==> src/rtl/ex_acc_alu_core.sv <==
// ============================================================================
// Module  : ex_acc_alu_core
// Brief   : Execute-stage core: accumulator-control decode, registered ALU
//           with zero flag, and registered branch-target adder.
// Revision: 1.0 - initial release
// ============================================================================
`default_nettype none

module ex_acc_alu_core #(
  parameter int WIDTH = 8
) (
  input  logic             clock,
  input  logic             rst_n,
  input  logic             jump,
  input  logic             jump_c,
  input  logic             sin,
  input  logic             in_a,
  input  logic             two_and_one,
  input  logic [2:0]       alu_op,
  input  logic [WIDTH-1:0] op_a,
  input  logic [WIDTH-1:0] op_b,
  input  logic [WIDTH-1:0] pc,
  input  logic [WIDTH-1:0] imm,
  output logic             mux_sel_imm,
  output logic             ac_load,
  output logic [WIDTH-1:0] alu_result,
  output logic             alu_zero,
  output logic [WIDTH-1:0] jump_target
);

  localparam logic [2:0] OP_ADD = 3'b000;
  localparam logic [2:0] OP_SUB = 3'b001;
  localparam logic [2:0] OP_AND = 3'b010;
  localparam logic [2:0] OP_OR  = 3'b011;
  localparam logic [2:0] OP_XOR = 3'b100;
  localparam logic [2:0] OP_NOT = 3'b101;
  localparam logic [2:0] OP_SHL = 3'b110;
  localparam logic [2:0] OP_SHR = 3'b111;

  logic [WIDTH-1:0] alu_result_d, alu_result_q;
  logic             alu_zero_d, alu_zero_q;
  logic [WIDTH-1:0] jump_target_d, jump_target_q;
  logic [2:0]       shamt;

  // Jumps never load the input accumulator; an immediate load wins over sin.
  assign mux_sel_imm = in_a;
  assign ac_load     = ~jump & ~jump_c & (in_a | (sin & ~two_and_one));

  assign shamt = op_b[2:0];

  always_comb begin
    alu_result_d = '0;
    case (alu_op)
      OP_ADD:  alu_result_d = op_a + op_b;
      OP_SUB:  alu_result_d = op_a - op_b;
      OP_AND:  alu_result_d = op_a & op_b;
      OP_OR:   alu_result_d = op_a | op_b;
      OP_XOR:  alu_result_d = op_a ^ op_b;
      OP_NOT:  alu_result_d = ~op_a;
      OP_SHL:  alu_result_d = op_a << shamt;
      OP_SHR:  alu_result_d = op_a >> shamt;
      default: alu_result_d = '0;
    endcase
    alu_zero_d    = (alu_result_d == '0);
    jump_target_d = pc + imm;
  end

  always_ff @(posedge clock or negedge rst_n) begin
    if (!rst_n) begin
      alu_result_q  <= '0;
      alu_zero_q    <= 1'b0;
      jump_target_q <= '0;
    end else begin
      alu_result_q  <= alu_result_d;
      alu_zero_q    <= alu_zero_d;
      jump_target_q <= jump_target_d;
    end
  end

  assign alu_result  = alu_result_q;
  assign alu_zero    = alu_zero_q;
  assign jump_target = jump_target_q;

endmodule

`default_nettype wire

==> config.mk <==
export PLATFORM = sky130hd
export DESIGN_NAME = ex_acc_alu_core
export DESIGN_NICKNAME = d
export VERILOG_FILES = /design/src/rtl/ex_acc_alu_core.sv
export SDC_FILE = /design/constraint.sdc
export NUM_CORES = 1
export LEC_CHECK = 0
export CAP_MARGIN = 10
export CORE_AREA = 5 5 72 80
export CTS_CLUSTER_SIZE = 20
export DETAILED_ROUTE_END_ITERATION = 8
export DIE_AREA = 0 0 77 85
export PLACE_DENSITY = 0.78
export SLEW_MARGIN = 20
export SYNTH_ARGS = -nofsm -noshare
export SYNTH_HDL_FRONTEND = slang
export SYNTH_SLANG_ARGS = --single-unit
==> constraint.sdc <==
create_clock -name clock -period 0.8 [get_ports clock]
set_input_delay 0.24 -clock clock [delete_from_list [all_inputs] [get_ports clock]]
set_output_delay 0.24 -clock clock [all_outputs]
set_load 0.005 [all_outputs]
==> Word level (Yosys, flattened, before mapping) <==
Cells that the tools add are included.
{ "totals": {"regBits": 17, "inputBits": 42, "output_inout_bits": 19, "elab_cells": 29} }
{ "op_classes": {"n_addsub": 3, "eq_ne": 7, "shift": 2, "mux": 1, "bitwise_logic": 11, "reduce_logical": 2} }
{ "op_table": {"columns": ["cell", "n"], "rows": [
  ["$pmux 8 s8", 1],
  ["$add 8x8->8", 2],
  ["$eq 3x3->1 const B", 4],
  ["$and 8x8->8", 1],
  ["$logic_not 8->1", 1],
  ["$not 8->8", 1],
  ["$or 8x8->8", 1],
  ["$shl 8x3->8", 1],
  ["$shr 8x3->8", 1],
  ["$sub 8x8->8", 1],
  ["$xor 8x8->8", 1],
  ["$eq 3x2->1 const B", 2],
  ["$and 1x1->1", 3],
  ["$eq 3x1->1 const B", 1],
  ["$logic_not 3->1", 1],
  ["$not 1->1", 3],
  ["$or 1x1->1", 1]
]} }

==> Longest topological paths before layout <==
Gate-level depths: netlist (run 1).
{ "depth": {"word_depth": 4, "mapped_depth": 13, "mapped_depth_nobuf": 11} }

==> Least setup slack after synthesis (run 1) <==
Ideal clock, no wire load.
{ "synth_path": {"kind": "input to register", "start": "in alu_op[1]", "end": "reg alu_zero_q (netlist: alu_zero)", "setup_ns": 0.096, "arrival_time_ns": 2.819, "required_time_ns": 0.704, "slack_ns": -2.115, "path_stages": 10, "path_buffers": 1, "path_cell_list": "buf_2 -> nor3b_1 -> mux2_2 -> fa_1 -> nand2b_1 -> a21oi_1 -> a221o_1 -> nand3_1 -> or4_1 -> nor4_2"} }
{ "synth_between": {"elab_chain_len": 3, "elab_cells_between_ends": 10, "cone_classes": "eq/ne (7); mux (1); reduce/logical (2)"} }
{ "synth_lines": {"columns": ["element", "line_no", "source"], "rows": [
  ["start: declaration", "19", "input logic [2:0] alu_op,"],
  ["$eq 3x3->1 (tied with other cells)", "53", "case (alu_op)"],
  ["$pmux 8 s8 *", "53", null],
  ["via alu_result_d[2]", "40", "logic [WIDTH-1:0] alu_result_d, alu_result_q;"],
  ["$logic_not 8->1 *", "64", "alu_zero_d = (alu_result_d == '0);"],
  ["via alu_zero_d", "41", "logic alu_zero_d, alu_zero_q;"],
  ["end signal: assignment", "75", "alu_zero_q <= alu_zero_d;"],
  ["end: declaration", "41", null]
]} }
Mark *: on every way through the listed nets, which the timed path passes. The rest lies on a longest branch.

==> Final worst setup path (run 1) <==
{ "layout_path": {"start": "in alu_op[2]", "end": "reg alu_zero_q (netlist: alu_zero)"} }
Same word-level chain as after synthesis.

==> summary.txt, run 1 <==
Outcome
  – Outcome: finished, violations left
  – Violations in the final reports: negative setup slack

STA
  – Smallest setup slack after layout: -1690 ps
  – Worst slew margin relative to its limit: 0.730
  – RSZ-0062 raised after global routing: yes
  – Ratio of final minimum period to clock period: 3.11
  – Maximum clock frequency: 401 MHz
  – Worst Max-Slew Pin Slew: 394 ps
  – Time the final worst path needs with I/O delays and setup: 2490 ps
  – Final number of max-transition violations: 0
  – Final Hold Violating Endpoints: 0
  – Final setup viols: 34

Clocking
  – Clock tree root driver cell: sky130_fd_sc_hd__clkbuf_8
  – Number of CTS-inserted buffers: 3
  – TritonCTS clock tree: done
  – Sinks on Clock Net: 17
  – Number of levels the H-tree was split into: 1
  – Clock buffer depth: 2
  – Post-CTS clock slew at the launch and capture registers of the worst setup and hold paths: 60 ps

Drt
  – DRT iter0 DRCs: 127
  – Detailed-route via count: 2801
  – Average detailed-routed wire length per instance: 17.5 um
  – Count of nets left with antenna violations after detail routing: 0
  – First-pass iteration count of the detailed router: 5
  – Detailed-route vias per instance: 5.82
  – Number of remaining DRC errors: 0
  – Sum of routed wire length over all layers: 8.41 mm

Hold path
  – Path class of the lowest-slack min-delay path: in2reg
  – Start point of the worst min-delay path: imm[0]
  – Cell depth of the worst min-delay path: 2
  – Hold Crit Endpoint: jump_target[0]$_DFF_PN0_

Setup path
  – Worst EP required: 960 ps
  – Worst path bufs/invs: 2
  – CP Launch Type: primary input
  – Largest fanout on the critical path: 3
  – Cell family with the largest share of critical-path delay: simple AND/OR/NAND/NOR gates
  – Kind of capture point of the worst setup path: flop
  – Crit-path cells: buf_6 > nor3b_4 > buf_4 > mux2_4 > fa_2 > a22oi_2 > a221o_1 > or4_4 > nor4_4
  – Delay of the slowest cell on the worst path: 560 ps
  – Worst path arrival time: 2650 ps
  – Slowest library cell on the worst path: sky130_fd_sc_hd__or4_4
  – Category of the critical setup timing path: in2reg

Synth
  – Compound-Gate Fraction of Synth Area: 0.217
  – Post-synth top area share: 0.182
  – Flip-flop and latch count after synthesis: 17
  – Yosys top cell by area: sky130_fd_sc_hd__dfrtp_1
  – Top cells by area in the synthesized netlist: sky130_fd_sc_hd__dfrtp_1, sky130_fd_sc_hd__ha_1, sky130_fd_sc_hd__mux2i_1
  – Most frequent cells after synthesis: sky130_fd_sc_hd__ha_1, sky130_fd_sc_hd__inv_1, sky130_fd_sc_hd__nor2_1
  – Cells after Synth: 284
  – Proportion of synthesized chip area in sequential cells: 0.182
  – Count of flip-flops with a built-in enable after synthesis: 0
  – Main combinational cell family by area after synthesis: compound AO/OA/AOI/OAI gates
  – Most common cell in the netlist: sky130_fd_sc_hd__ha_1
  – Proportion of synthesized area in mux cells: 0.0891
  – Leading register cell type out of synthesis: sky130_fd_sc_hd__dfrtp_1
  – Area share of xor/xnor cells in the synthesized design: 0.0526
  – Total standard cell area after synthesis: 2330 sq um
  – Post-synth net total: 360
  – Warnings, synthesis: 0
  – Average cell area after synthesis: 8.21 sq um
  – Adder and majority cell fraction of the synthesized area: 0.189
  – Post-synth ARST share: 1.00
  – Number of different library cells in the post-synthesis netlist: 54
  – Simple-gate share of the synthesized area: 0.203

Pwr
  – Leakage dissipation: 1.89 nW
  – Largest voltage drop on the vdd net: 0.595 mV
  – Net switching power: 0.00148 W
  – Design internal power: 0.00269 W
  – Combinational Power Share: 0.602
  – Power share of the clock group: 0.152
  – Total power density per cell area: 1070 nW/um^2
  – Part of the power in registers: 0.246
  – Proportion of total power due to net switching: 0.354

Layout
  – # nets final: 500
  – Fraction of final layout cells with drive strength greater than 1: 0.428
  – Antenna diodes: 0
  – Fill cell total of the finished layout: 335
  – Final cell utilization of the core: 0.795
  – Layout-stage area growth over the synthesis result: 67.1%

Floorplan
  – Io pins: 61
  – Die outline area: 6550 sq um
  – Initial Util: 0.476
  – Row cnt: 27
  – Die H: 85 um
  – Floorplan die width: 77 um
  – Core Area: 4900 sq um

Placed design
  – Pre-CTS setup slack: -2290 ps
  – Global placement routability congestion: 0.934
  – Port buffer count: 60
  – Detailed-placement wirelength estimate: 6.30 mm

Global routing
  – Grt ovf: 0
  – First-pass GRT wire length: 13.4 mm
  – Largest net degree at the start of global routing: 32
  – GRT Total Usage: 0.249
  – Antenna violations before repair: 0
  – Number of global-route vias before repair: 2815

Run
  – Maximum Capacitance Violations: 0
worst max-delay path by stage:
stage,from,end,slack (ps),depth (start not counted)
6_report,alu_op[2],alu_zero$_DFF_PN0_,-1690,9
5_1_grt,alu_op[2],alu_zero$_DFF_PN0_,-1810,14
4_1_cts,alu_op[1],alu_zero$_DFF_PN0_,-1770,12
3_5_place_dp,alu_op[2],alu_zero$_DFF_PN0_,-2290,11
3_3_place_gp,op_b[0],alu_zero$_DFF_PN0_,-2230,13
2_1_floorplan,op_b[1],alu_zero$_DFF_PN0_,-1800,10
cell type report:
cell class | count | area (sq um) | share of cell area
Clock buffer | 4 | 45.0 | 0.0116
Tap cell | 58 | 72.6 | 0.0186
Sequential cell | 17 | 425 | 0.109
Timing Repair Buffer | 150 | 1230 | 0.316
Multi-Input combinational cell | 230 | 2030 | 0.522
Inverter | 22 | 90.1 | 0.0231
cell families after synthesis:
logic type,count (synthesis)
AOI/OAI and AO/OA,75
xor gates and xnor gates,14
adders and majority gates,34
buffers and inverters,37
DFF,17
muxes,18
and+or+nand+nor,89
registers in the layout, indices dropped and copies added, names as in the netlist:
name,cells
alu_zero,1
jump_target,8
alu_result,8
stage by stage:
step           power [W]  cell area, sq um  cells  hold slack, ps  setup TNS [ps]
3_3_place_gp     0.00328              3650    467             596          -30000
5_1_grt          0.00444              3900    481             200          -18740
4_1_cts          0.00402              3790    478             196          -16980
2_1_floorplan    0.00213              2470    284           -55.6          -14210
3_5_place_dp     0.00335              3650    467             600          -30690
6_report         0.00417              3900    481             200          -17480
metal layers:
metal | GRT usage | wire length (um) | up-vias | part of all wire
li1 | - | - | 1308 | -
met1 | 0.267 | 2940 | 1297 | 0.35
met2 | 0.463 | 4270 | 154 | 0.51
met3 | 0.0435 | 718 | 42 | 0.085
met4 | 0.130 | 472 | 0 | 0.056
met5 | 0 | 0 | - | 0
placed cells by master, fill, tap and decap left out, drive strengths merged, types with 3 or more instances in the layout:
cell,n
a31oi,6
a221o,3
nor2,20
ha,32
clkdlybuf4s50,11
nor2b,6
and2,3
nand4,3
inv,22
buf,121
a21oi,16
xnor2,10
o22ai,6
xor2,4
a21o,5
a221oi,3
clkdlybuf4s15,3
o21ai,15
nand2b,19
nor3,5
nand2,15
dfrtp,17
o21a,3
nand3,4
dlygate4sd2,9
clkbuf,8
mux2i,14
nand3b,4
power groups by stage:
stage	Combinational [W]	Clock, W	Sequential, W
after floorplan	0.00106	0	0.00107
after detailed placement	0.00230	0	0.00105
after global placement	0.00223	0	0.00105
after global routing	0.00271	0.000684	0.00104
final	0.00251	0.000634	0.00103
after CTS	0.00235	0.000650	0.00103
repair_timing:
action / 4_1_cts / 5_1_grt
setup buffers: 8 / 4
hold buffers: 0 / 0
endpoints found under the hold margin: 0 / 0
setup endpoints to repair: 36 / 35
cloned: 0 / 1
gates resized for setup: 190 / 22
pin swaps: 40 / 22
Note: power is estimated with default switching activity, not from simulation.
==> inputs of run 2 (changes only) <==
- SLEW_MARGIN: 20 -> not set
- TNS_END_PERCENT: not set -> 50
==> run 2 against run 1 <==
  * The flow still finishes with violations (negative setup slack)
  * Combinational power increased by 15%
  * Clock power about the same
  * Wire length increased by 17%
  * Hold slack improved by 6.5 ps
  * Utilization increased by 4.4 points
  * Die area unchanged
  * Setup slack got worse by 59 ps
  * Via count increased by 6.4%
  * Sequential power about the same
  * Final cell count increased by 2.5%
  * Total power increased by 9.3%
  * Global-route usage increased by 1.2 points
  * Critical path type unchanged
  * Critical endpoint unchanged
  * Largest cell class unchanged
  * Highest routed layer unchanged
==> summary.txt, run 2 (synthesized netlist as in run 1, its figures left out) <==
Hold path
  – Path class of the lowest-slack min-delay path: in2reg
  – Cell depth of the worst min-delay path: 2

STA
  – Final Hold Violating Endpoints: 0
  – Time the final worst path needs with I/O delays and setup: 2550 ps
  – Smallest setup slack after layout: -1750 ps
  – Maximum clock frequency: 392 MHz
  – Ratio of final minimum period to clock period: 3.19
  – RSZ-0062 raised after global routing: yes
  – Worst Max-Slew Pin Slew: 377 ps
  – Final number of max-transition violations: 0
  – Worst slew margin relative to its limit: 0.742
  – Final setup viols: 34

Clocking
  – Cts-stage hold buffer count: 0
  – Sinks on Clock Net: 17
  – Post-CTS clock slew at the launch and capture registers of the worst setup and hold paths: 70 ps
  – Number of levels the H-tree was split into: 1
  – Clock buffer depth: 2
  – TritonCTS clock tree: done
  – Clock tree root driver cell: sky130_fd_sc_hd__clkbuf_8
  – Number of CTS-inserted buffers: 3

Layout
  – # nets final: 512
  – Sequential cell area: 425 sq um
  – Final cell utilization of the core: 0.840
  – Antenna diodes: 0
  – Multi-input combinational cell area: 2140 sq um
  – Commonest non-fill, non-tap cells in the layout: sky130_fd_sc_hd__buf_4, sky130_fd_sc_hd__ha_1, sky130_fd_sc_hd__buf_6
  – Commonest non-fill, non-tap cell in the layout: sky130_fd_sc_hd__buf_4
  – Layout-stage area growth over the synthesis result: 76.3%
  – Fill cell total of the finished layout: 282
  – Fraction of final layout cells with drive strength greater than 1: 0.483
  – Fin cells: 493

Run
  – Maximum Capacitance Violations: 0

Setup path
  – Worst EP required: 970 ps
  – CP Launch Type: primary input
  – Kind of capture point of the worst setup path: flop
  – Worst path arrival time: 2720 ps
  – Category of the critical setup timing path: in2reg
  – Largest fanout on the critical path: 2

Floorplan
  – Row cnt: 27
  – Io pins: 61
  – Die H: 85 um
  – Die outline area: 6550 sq um
  – Floorplan die width: 77 um
  – Initial Util: 0.476
  – Core Area: 4900 sq um

Placed design
  – Global placement routability congestion: 0.936
  – Pre-CTS setup slack: -2250 ps
  – Placed instance count: 469
  – Detailed-placement wirelength estimate: 6.09 mm
  – Port buffer count: 60

Pwr
  – Power share of the clock group: 0.140
  – Combinational Power Share: 0.633
  – Net switching power: 0.00169 W
  – Leakage dissipation: 1.97 nW
  – Largest voltage drop on the vdd net: 0.651 mV
  – Design internal power: 0.00286 W
  – Proportion of total power due to net switching: 0.371
  – Total power density per cell area: 1110 nW/um^2
  – Part of the power in registers: 0.228

Drt
  – Detailed-route vias per instance: 6.05
  – DRT iter0 DRCs: 178
  – Count of nets left with antenna violations after detail routing: 0
  – Average detailed-routed wire length per instance: 20.0 um
  – Sum of routed wire length over all layers: 9.86 mm
  – Number of remaining DRC errors: 0
  – Detailed-route via count: 2981
  – First-pass iteration count of the detailed router: 4

Outcome
  – Outcome: finished, violations left
  – Violations in the final reports: negative setup slack

Global routing
  – First-pass GRT wire length: 14.1 mm
  – Number of global-route vias before repair: 3050
  – GRT Total Usage: 0.262
  – Antenna violations before repair: 0
  – Grt ovf: 0
  – Largest net degree at the start of global routing: 32
-- run 2: cell count changes in the layout (fill, tap and decap cells not counted), moves of 4 or more --
cell and delta:
sky130_fd_sc_hd__clkbuf_2 +12, sky130_fd_sc_hd__buf_2 -11, sky130_fd_sc_hd__buf_4 +6, sky130_fd_sc_hd__buf_6 +5
sky130_fd_sc_hd__dlygate4sd2_1 +4
-- run 2: power by group through the flow --
stage	logic [W]	registers (W)	clock network [W]
2_1_floorplan	0.00104	0.00107	0
3_3_place_gp	0.00222	0.00105	0
3_5_place_dp	0.00228	0.00105	0
4_1_cts	0.00248	0.00104	0.000648
5_1_grt	0.00306	0.00105	0.000695
6_report	0.00288	0.00104	0.000636
-- run 2: final cells by class --
type,instances,area share
multi-input combinational,230,0.521
tap,58,0.0176
inverter,22,0.0219
sequential,17,0.103
clock buffer,3,0.0100
clock inverter,1,0.00122
timing repair buffer,162,0.324
-- run 2: worst paths after layout --
kind	start	to
setup / recovery	alu_op[2]	alu_zero$_DFF_PN0_
hold / removal	pc[0]	jump_target[0]$_DFF_PN0_
max in group asynchronous	rst_n	alu_result[4]$_DFF_PN0_
min in group asynchronous	rst_n	alu_result[5]$_DFF_PN0_
-- run 2: stage by stage --
step           hold WS, ps  cell area (sq um)  power, W  setup TNS [ps]
2_1_floorplan        -55.6               2430   0.00210          -14860
3_3_place_gp           590               3630   0.00326          -29930
4_1_cts                201               3940   0.00416          -17910
3_5_place_dp           599               3630   0.00333          -30590
6_report               206               4110   0.00455          -17780
5_1_grt                200               4110   0.00481          -18920
-- run 2: layer usage --
metal,global-route usage,share of wire,vias up
met1,0.268,0.36,1398
met2,0.485,0.52,186
met4,0.170,0.057,0
met3,0.0435,0.065,56
met5,0,0,-
li1,-,-,1341
-- run 2: timing repair --
item / CTS / global route
pin swaps: 41 / 43
buffers inserted: 15 / 10
hold endpoints to repair: 0 / 0
setup endpoints to repair: 36 / 35
resized for setup: 189 / 54
gates cloned: 0 / 1
-- run 2: critical path, cell delays in order --
cell                      delay [ps]
sky130_fd_sc_hd__buf_8           100
sky130_fd_sc_hd__nor3b_4         220
sky130_fd_sc_hd__buf_6           140
sky130_fd_sc_hd__mux2_4          320
sky130_fd_sc_hd__fa_2            560
sky130_fd_sc_hd__a22oi_2          80
sky130_fd_sc_hd__a221o_1         350
sky130_fd_sc_hd__or4_4           560
sky130_fd_sc_hd__nor4_4          140
==> inputs of run 3 (changes only) <==
- CORE_AREA: 5 5 72 80 -> 5 5 74 82
- DIE_AREA: 0 0 77 85 -> 0 0 79 87
- PLACE_DENSITY: 0.78 -> 0.75
==> run 3 against run 2 <==
  * The flow still finishes with violations (negative setup slack)
  * Die area grew 5.0%
  * Wire length decreased by 9.2%
  * Count of clock-buffer cells in the layout rose by 1
  * Largest power group unchanged
  * Maximum frequency grew 0.76%
  * Final cell count fell by 0.41%
==> summary.txt, run 3 (synthesized netlist as in run 1, its figures left out) <==
Clocking
  – Clock buffer depth: 2
  – Post-CTS clock slew at the launch and capture registers of the worst setup and hold paths: 60 ps
  – Clock tree root driver cell: sky130_fd_sc_hd__clkbuf_8
  – Sinks on Clock Net: 17
  – TritonCTS clock tree: done
  – Number of CTS-inserted buffers: 3
  – Number of levels the H-tree was split into: 1

Layout
  – Post-route cell area: 4050 sq um
  – Commonest non-fill, non-tap cell in the layout: sky130_fd_sc_hd__buf_4
  – Final cell utilization of the core: 0.776
  – Antenna diodes: 0
  – Fraction of final layout cells with drive strength greater than 1: 0.464
  – Sequential cell area: 425 sq um
  – Commonest non-fill, non-tap cells in the layout: sky130_fd_sc_hd__buf_4, sky130_fd_sc_hd__ha_1, sky130_fd_sc_hd__buf_6
  – Fin cells: 491
  – Multi-input combinational cell area: 2090 sq um
  – Layout-stage area growth over the synthesis result: 73.7%
  – Fill cell total of the finished layout: 348
  – # nets final: 508

STA
  – Final hold slack: 205 ps
  – Worst Max-Slew Pin Slew: 446 ps
  – RSZ-0062 raised after global routing: yes
  – Final number of max-transition violations: 0
  – Smallest setup slack after layout: -1730 ps
  – Total negative slack: -17430 ps
  – Final Hold Violating Endpoints: 0
  – Ratio of final minimum period to clock period: 3.16
  – Maximum clock frequency: 395 MHz
  – Final setup viols: 34
  – Worst slew margin relative to its limit: 0.695
  – Time the final worst path needs with I/O delays and setup: 2530 ps

Drt
  – Count of nets left with antenna violations after detail routing: 0
  – Average detailed-routed wire length per instance: 18.2 um
  – Detailed-route vias per instance: 5.87
  – Sum of routed wire length over all layers: 8.95 mm
  – First-pass iteration count of the detailed router: 5
  – Number of remaining DRC errors: 0
  – DRT iter0 DRCs: 130
  – Detailed-route via count: 2880

Floorplan
  – Row cnt: 28
  – Core Area: 5220 sq um
  – Io pins: 61
  – Floorplan die width: 79 um
  – Die H: 87 um
  – Initial Util: 0.447
  – Die outline area: 6870 sq um

Pwr
  – Total power density per cell area: 1070 nW/um^2
  – Combinational Power Share: 0.620
  – Net switching power: 0.00155 W
  – Largest voltage drop on the vdd net: 0.589 mV
  – Leakage dissipation: 1.95 nW
  – Design internal power: 0.00280 W
  – Proportion of total power due to net switching: 0.356
  – Part of the power in registers: 0.238
  – Power share of the clock group: 0.142

Setup path
  – Worst EP required: 960 ps
  – Largest fanout on the critical path: 3
  – CP Launch Type: primary input
  – Startpoint of the most critical setup path: alu_op[2]
  – Category of the critical setup timing path: in2reg
  – Worst path arrival time: 2690 ps
  – Kind of capture point of the worst setup path: flop
  – Capturing instance or port of the critical path: alu_zero$_DFF_PN0_

Global routing
  – Number of global-route vias before repair: 2865
  – Antenna violations before repair: 0
  – Grt ovf: 0
  – GRT Total Usage: 0.243
  – Largest net degree at the start of global routing: 32
  – First-pass GRT wire length: 13.3 mm

Hold path
  – Path class of the lowest-slack min-delay path: in2reg
  – Cell depth of the worst min-delay path: 2
  – Start point of the worst min-delay path: pc[0]

Run
  – Maximum Capacitance Violations: 0

Placed design
  – Placed instance count: 469
  – Detailed-placement wirelength estimate: 6.06 mm
  – Global placement routability congestion: 0.916
  – Placed inst area: 3620 sq um
  – Port buffer count: 60

Outcome
  – Violations in the final reports: negative setup slack
  – Outcome: finished, violations left
## run 3: cell count changes in the layout (fill, tap and decap cells not counted), sizes merged
cell	change
buf	-5
clkdlybuf4s15	+4
dlygate4sd2	-3
bufbuf	+1
clkinv	-1
## run 3: what timing repair did
action | CTS | global route
resized for setup | 185 | 45
endpoints found under the setup margin | 36 | 35
buffers inserted | 11 | 10
hold buffers | 0 | 0
cloned | 1 | 0
pin swaps | 36 | 25
## run 3: power by group through the flow
stage / registers (W) / logic [W] / clock network [W]
3_3_place_gp: 0.00105 / 0.00221 / 0
2_1_floorplan: 0.00107 / 0.00104 / 0
6_report: 0.00104 / 0.00270 / 0.000617
5_1_grt: 0.00105 / 0.00291 / 0.000661
3_5_place_dp: 0.00105 / 0.00227 / 0
4_1_cts: 0.00104 / 0.00245 / 0.000635
## run 3: worst max-delay path, stage by stage
cell                       delay [ps]
sky130_fd_sc_hd__buf_8            100
sky130_fd_sc_hd__nor3b_4          290
sky130_fd_sc_hd__mux2_4           360
sky130_fd_sc_hd__buf_6            120
sky130_fd_sc_hd__inv_4             40
sky130_fd_sc_hd__ha_4             190
sky130_fd_sc_hd__nor2b_1          130
sky130_fd_sc_hd__o2111a_1         260
sky130_fd_sc_hd__o211ai_1         230
sky130_fd_sc_hd__a2111o_1         190
sky130_fd_sc_hd__nand4_1          220
sky130_fd_sc_hd__nor4_4           310
## run 3: cell type report
cell class / instances / share of cell area
Multi-Input combinational cell: 230 / 0.516
Tap cell: 60 / 0.0185
Sequential cell: 17 / 0.105
Timing Repair Buffer: 158 / 0.327
Inverter: 22 / 0.0222
Clock buffer: 4 / 0.0111
## run 3: worst min-delay path by stage
stage	end	slack, ps
6_report	jump_target[0]$_DFF_PN0_	210
4_1_cts	jump_target[0]$_DFF_PN0_	200
5_1_grt	jump_target[0]$_DFF_PN0_	200
2_1_floorplan	alu_result[0]$_DFF_PN0_	-60
3_5_place_dp	jump_target[0]$_DFF_PN0_	590
3_3_place_gp	jump_target[0]$_DFF_PN0_	590
## run 3: metal layers
metal  share of wire  GRT usage
met5               0          0
met4           0.049     0.0984
met3           0.079     0.0342
met2            0.52      0.467
met1            0.36      0.265
## run 3: through the flow
stage	power [W]	worst slack, ps
3_5_place_dp	0.00332	-2340
4_1_cts	0.00412	-1780
3_3_place_gp	0.00326	-2260
2_1_floorplan	0.00210	-1800
6_report	0.00435	-1730
5_1_grt	0.00462	-1840
